File: config.mk
export PLATFORM = sky130hd
export DESIGN_NAME = dp_enable_scheduler
export DESIGN_NICKNAME = d
export VERILOG_FILES = /design/src/rtl/dp_enable_scheduler.sv
export SDC_FILE = /design/constraint.sdc
export NUM_CORES = 1
export LEC_CHECK = 0
export CAP_MARGIN = 40
export CELL_PAD_IN_SITES_DETAIL_PLACEMENT = 1
export CELL_PAD_IN_SITES_GLOBAL_PLACEMENT = 2
export CORE_MARGIN = 2
export CORE_UTILIZATION = 35
export CTS_CLUSTER_DIAMETER = 100
export DETAILED_ROUTE_END_ITERATION = 10
export GPL_TIMING_DRIVEN = 0
export PLACE_DENSITY_LB_ADDON = 0.08
export RECOVER_POWER = 25
export SYNTH_ARGS = -nofsm -noshare
export SYNTH_HDL_FRONTEND = slang
export SYNTH_SLANG_ARGS = --single-unit
export TNS_END_PERCENT = 20
File: constraint.sdc
create_clock -name clk -period 3.1 [get_ports clk]
set_input_delay 0.62 -clock clk [delete_from_list [all_inputs] [get_ports clk]]
set_output_delay 0.62 -clock clk [all_outputs]
set_load 0.02 [all_outputs]
File: src/rtl/dp_enable_scheduler.sv
// Staggered enable sequencer for the matrix-multiply PE grid: turns on PE groups a few
// at a time, then waits for the output writer and reports done, timeout or abort.
module dp_enable_scheduler #(
    parameter int ROW1    = 2,
    parameter int COL2    = 5,
    parameter int ROW2    = 3,
    parameter int GROUP   = 4,
    parameter int TIMEOUT = 4096
) (
    input  logic                        clk,
    input  logic                        rst,
    input  logic                        start,
    input  logic                        abort,
    input  logic [7:0]                  stagger,
    input  logic                        dp_done,
    output logic [ROW1*COL2*ROW2-1:0]   en_flat,
    output logic                        busy,
    output logic                        done,
    output logic                        timeout_err
);

    localparam int N  = ROW1 * COL2 * ROW2;
    localparam int PW = $clog2(N + 1);
    localparam int WW = $clog2(TIMEOUT);

    localparam logic [2:0] IDLE      = 3'd0;
    localparam logic [2:0] ISSUE     = 3'd1;
    localparam logic [2:0] GAP       = 3'd2;
    localparam logic [2:0] WAIT_DONE = 3'd3;
    localparam logic [2:0] FINISH    = 3'd4;

    logic [2:0]    state;
    logic [PW-1:0] ptr;
    logic [7:0]    gap_cnt;
    logic [WW-1:0] wd_cnt;

    logic [PW:0]   ptr_ext;
    logic [PW:0]   ptr_sum;
    logic [PW-1:0] ptr_next;
    logic [N-1:0]  issue_mask;

    // One extra bit keeps ptr+GROUP from wrapping before it is clipped to N.
    always_comb begin
        ptr_ext    = {1'b0, ptr};
        ptr_sum    = ptr_ext + (PW+1)'(GROUP);
        ptr_next   = (ptr_sum >= (PW+1)'(N)) ? PW'(N) : ptr_sum[PW-1:0];
        issue_mask = '0;
        for (int b = 0; b < N; b++) begin
            issue_mask[b] = ((PW+1)'(b) >= ptr_ext) && ((PW+1)'(b) < ptr_sum);
        end
    end

    always_ff @(posedge clk or negedge rst) begin
        if (!rst) begin
            state       <= IDLE;
            ptr         <= '0;
            gap_cnt     <= '0;
            wd_cnt      <= '0;
            en_flat     <= '0;
            busy        <= 1'b0;
            done        <= 1'b0;
            timeout_err <= 1'b0;
        end else begin
            done <= 1'b0;
            // Abort beats everything, including a same-cycle dp_done.
            if (state != IDLE && abort) begin
                state   <= IDLE;
                en_flat <= '0;
                busy    <= 1'b0;
            end else begin
                case (state)
                    IDLE: begin
                        if (start) begin
                            state       <= ISSUE;
                            ptr         <= '0;
                            en_flat     <= '0;
                            timeout_err <= 1'b0;
                            busy        <= 1'b1;
                        end
                    end
                    ISSUE: begin
                        en_flat <= en_flat | issue_mask;
                        ptr     <= ptr_next;
                        if (ptr_next == PW'(N)) begin
                            state  <= WAIT_DONE;
                            wd_cnt <= '0;
                        end else if (stagger == 8'd0) begin
                            state <= ISSUE;
                        end else begin
                            state   <= GAP;
                            gap_cnt <= stagger;
                        end
                    end
                    GAP: begin
                        gap_cnt <= gap_cnt - 8'd1;
                        if (gap_cnt == 8'd1) begin
                            state <= ISSUE;
                        end
                    end
                    WAIT_DONE: begin
                        if (dp_done) begin
                            state   <= FINISH;
                            en_flat <= '0;
                            done    <= 1'b1;
                        end else if (wd_cnt == WW'(TIMEOUT - 1)) begin
                            state       <= IDLE;
                            en_flat     <= '0;
                            timeout_err <= 1'b1;
                            busy        <= 1'b0;
                        end else if (wd_cnt != '1) begin
                            wd_cnt <= wd_cnt + 1'b1;
                        end
                    end
                    FINISH: begin
                        state   <= IDLE;
                        en_flat <= '0;
                        busy    <= 1'b0;
                    end
                    default: begin
                        state   <= IDLE;
                        en_flat <= '0;
                        busy    <= 1'b0;
                    end
                endcase
            end
        end
    end

endmodule

==> Word-level counts from Yosys, hierarchy flattened <==
Cells that the tools add are included.
W data, S select, Z words.
{ "op_classes": {"add_sub_neg": 3, "bitwise": 2, "n_mux": 36, "eq_ne": 22, "reduce_logical": 46, "magnitude_cmp": 61} }
{ "ops": {"columns": ["op", "count"], "rows": [
  ["$mux W30", 4],
  ["$pmux W30 S4", 1],
  ["$lt A5 B6 Y1 const A", 14],
  ["$ge A5 B5 Y1 const A", 14],
  ["$lt A4 B6 Y1 const A", 8],
  ["$mux W12", 4],
  ["$ge A4 B5 Y1 const A", 8],
  ["$logic_and A1 B1 Y1", 31],
  ["$or A30 B30 Y30", 1],
  ["$lt A3 B6 Y1 const A", 4],
  ["$pmux W12 S2", 1],
  ["$ge A3 B5 Y1 const A", 4],
  ["$ne A2 B2 Y1 const B", 9],
  ["$mux W8", 2],
  ["$pmux W8 S2", 1],
  ["$mux W3", 5],
  ["$add A12 B1 Y12 const B", 1],
  ["$eq A12 B12 Y1 const B", 1],
  ["$lt A1 B6 Y1 const A", 2],
  ["$lt A2 B6 Y1 const A", 2],
  ["$ne A12 B12 Y1 const B", 1],
  ["$ne A3 B3 Y1 const B", 4],
  ["$pmux W3 S4", 1],
  ["$ge A1 B5 Y1 const A", 2],
  ["other kinds (26)", 45]
]} }
{ "totals": {"elab_cells": 178, "regBits": 61} }

==> Longest topological paths before layout <==
{ "logic_depth": {"depth_word": 7, "ltp_mapped": 10, "ltp_nobuf": 7} }

==> Worst setup path before layout <==
Ideal clock, no wire load.
{ "synth_path": {"path_type": "reg-to-reg", "from": "reg ptr[3]", "to": "reg gap_cnt[1]", "t_arrival_ps": 2568, "path_stages_with_launch": 9, "path_buffers": 2, "setup_ps": 125, "synth_period_minus_slack_ps": 2692, "slack_ps": 408, "cell_sequence": "dfrtp_1 clkbuf_1 clkbuf_1 inv_1 ha_1 nand4_1 a31oi_1 nand2b_1 mux2_2"} }
{ "synth_via": {"elab_chain_cells": 6} }
{ "synth_lines": {"columns": ["element", "line_no", "source"], "rows": [
  ["start, declared", "33", "logic [PW-1:0] ptr;"],
  ["start signal, assigned", "83", "ptr <= ptr_next;"],
  ["$add A5 B3 Y6 *", "45", "ptr_sum = ptr_ext + (PW+1)'(GROUP);"],
  ["$ge A6 B5 Y1", "46", "ptr_next = (ptr_sum >= (PW+1)'(N)) ? PW'(N) : ptr_sum[PW-1:0];"],
  ["$mux W5 *", "46", null],
  ["$eq A5 B5 Y1 *", "84", "if (ptr_next == PW'(N)) begin"],
  ["$ne A2 B2 Y1 (no source line) *", null, null],
  ["$reduce_and A4 Y1 (no source line) *", null, null],
  ["end signal, assigned", "91", "gap_cnt <= stagger;"],
  ["end signal, assigned", "95", "gap_cnt <= gap_cnt - 8'd1;"],
  ["end, declared", "34", "logic [7:0] gap_cnt;"]
]} }
Mark *: on every way between the ends. The rest lies on a longest branch, timed or not.
A chain may end at the register's enable or synchronous reset.

==> Worst setup path after layout <==
{ "layout_path": {"from": "reg ptr[3]", "to": "reg wd_cnt[8]"} }
{ "layout_via": {"elab_chain_cells": 6} }
{ "layout_lines": {"columns": ["element", "line_no", "source"], "rows": [
  ["$add A5 B3 Y6 *", "45", null],
  ["$ge A6 B5 Y1", "46", null],
  ["$mux W5 *", "46", null],
  ["$eq A5 B5 Y1 *", "84", null],
  ["$ne A2 B2 Y1 (no source line) *", null, null],
  ["$reduce_and A6 Y1 (no source line) *", null, null],
  ["end signal, assigned", "111", "wd_cnt <= wd_cnt + 1'b1;"],
  ["end, declared", "35", "logic [WW-1:0] wd_cnt;"]
]} }
Marks and branches as above.

==> impl_metrics.ini <==
[global_routing]
grt_usage_pct = 21.1
antenna_found_initial = 0
grt_max_degree = 62
grt_pass1_wl_um = 18500
grt_pass1_vias = 3499
overflow = 0

[clock_network]
insertion_delay_ps = 360
cts-htree-levels = 3
cts_made_buffers = 9
clock_tree.root_cell = clkbuf_8
postCtsHoldBufs = 0
cts_tree = yes
cts_buffer_depth = 2
clkSinkCount = 61
clk_pin_slew_ps = 80
cts_setup_buffers = 0

[critical_path]
critPathKind = register to register
crit_path_start_kind = register
cp_max_fo = 10
r2r_start = ptr[3]
reg2reg_slack_ps = 210
crit_required_ps = 3380
rr_worst_depth = 9
end_kind = register
r2r-end = wd_cnt[8]
worst-endpoint-arrival_ps = 3170

[layout]
drive_gt1_share_pct = 9.61
final_cell_area_um2 = 4470
areaGrowthSynthToFinish_pct = 22.7
antenna_cells = 0
nNetsFinal = 475
fin_util_pct = 43.7

[min_path]
whs_path_depth = 2
worstHoldStart = en_flat[1]
hold_path_end = en_flat[1]
hold_path_class = register to register

[placement]
io_buffer_count = 45
placed_area_um2 = 4260
gp_congestion = 0.826
dp.final_hpwl_um = 8010

[timing]
finalMaxSlewViolations = 62
finalClockSkew_ps = 12.4
min_period_ps = 2890
slew_headroom_pct = -3.65
setup_viol = 0
max_freq_ghz = 0.346
hold_viol = 0
period_share_pct = 93.3
tightest_slew_ps = 1550
fin_hold_ws_ps = 491

[run_status]
outcome = finished, violations left
violations = max-capacitance violations, max-slew violations

[detailed_routing]
vias = 3374
drt_pass1_iterations = 4
route.detailed.drc = 0
drt-initial-drc-count = 66
routed_wl_um = 11200
via_per_inst = 5.68
antenna_left = 0
routedWlPerCell_um = 18.9

[logic_synthesis]
ys.flop_type = dfrtp_1
yosysUniqueCellTypes = 63
synth_area_per_cell_um2 = 9.18
seq_area_frac_synth_pct = 41.9
synth_edf_count = 0
yosys_register_bits = 61
synth_top_area_cell = dfrtp_1
synthCells = 397
syn_area_um2 = 3640
yosysTopAreaCellShare_pct = 41.9
synth_nets = 419
ys.warnings.count = 0
synth_area_leaders = dfrtp_1 42%, a21oi_1 4.1%, o21ai_0 4.0%
async_flop_share_pct = 100

[floorplan]
dieArea_um2 = 11200
die_width_um = 106
row_count = 37
die_h_um = 106
io-pin-count = 46
initial_core_util_pct = 35.6
core_area_um2 = 10200

[power_and_ir_drop]
power.total_mw = 4.57
leakage_nw = 1.85
power_density_nw_per_um2 = 1020
vdd_ir_drop_max_v = 0.000313

[run]
maxCapViolCount = 1
registers in the layout, indices dropped and copies added (netlist names):
name and count:
en_flat 30, timeout_err 1, wd_cnt 12, ptr 5, gap_cnt 8, busy 1
state 3, done 1
where the power goes:
group	leakage, nW	switching [mW]	internal, mW
Clock	0.0836	0.362	0.332
Combinational	0.953	1.65	0.994
Sequential	0.811	0.182	1.05
Total	1.85	2.19	2.38
routing by layer:
metal | vias up | global-route usage, % | wire, um | share of wire, %
met2 | 48 | 35.8 | 5490 | 49
li1 | 1626 | - | - | -
met3 | 14 | 2.94 | 222 | 2.0
met1 | 1686 | 27.1 | 5220 | 47
met4 | 0 | 8.46 | 270 | 2.4
met5 | - | 0 | 0 | 0
through the flow:
stage,cells,TNS (ps),setup WS [ps]
floorplan,397,0,408
global placement,578,-44950,-708
detailed placement,578,-3080,-432
CTS,594,0,93.9
global route,594,-27.7,-27.7
finish,594,0,207
worst max-delay path by stage:
stage               startpoint    endpoint  cells after the start
finish                  ptr[3]   wd_cnt[8]                      9
detailed placement      ptr[3]  gap_cnt[1]                      8
global route            ptr[3]   wd_cnt[8]                      9
global placement           rst  gap_cnt[3]                      1
floorplan               ptr[3]  gap_cnt[1]                      8
CTS                     ptr[3]   wd_cnt[8]                      9
Yosys cell counts, types with 6 or more instances:
library cell  count
a32o_1            8
nor3_1            6
a31oi_1          11
a21oi_1          30
a22o_1           15
o31ai_1           6
nand3_1          10
nand4_1           6
nand2_1          36
dfrtp_1          61
clkbuf_1         14
o21ai_0          29
ha_1              9
a21o_1            6
nor2_1           23
inv_1            12
and3_1            8
or3_1             8
buf_2             7
nor4_1            6
area by class of cell:
cell class	instances	area (um^2)
Buffer	27	131
Clock inverter	5	35.0
Tap cell	136	170
Sequential cell	61	1530
Multi-Input combinational cell	297	1970
Clock buffer	11	151
Fill cell	1200	5760
Timing Repair Buffer	45	445
Inverter	12	45.0
worst max-delay path, cell delays in order (launching register included):
cell	delay [ps]
dfrtp_1	430
clkbuf_2	220
buf_2	260
inv_1	130
ha_2	440
a41oi_2	190
a2111o_1	510
buf_6	180
or3_1	300
a21oi_1	150
cell usage in the layout (no fill, tap or decap), types with 10 or more instances in the layout:
cell,n
a21oi_1,30
nand2_1,36
nor2_1,23
o21ai_0,29
dfrtp_1,61
clkbuf_8,11
nand3_1,10
clkdlybuf4s50_1,44
clkbuf_1,12
a22o_1,15
a31oi_1,10
inv_1,11
kinds of logic after synthesis:
kind of cell / count (synthesis) / share of synthesized area [%]
muxes: 2 / 0.618
xor gates and xnor gates: 3 / 1.24
adders and majority gates: 9 / 3.09
AOI/OAI and AO/OA: 150 / 29.2
DFF: 61 / 41.9
and+or+nand+nor: 133 / 19.2
buffers and inverters: 39 / 4.77
timing repair:
item | in CTS | in global routing
pin swaps | 0 | 1
setup endpoints to repair | 15 | 4
endpoints found under the hold margin | 0 | 0
resized for setup | 5 | 4
Power figures use the tool's default switching activity.
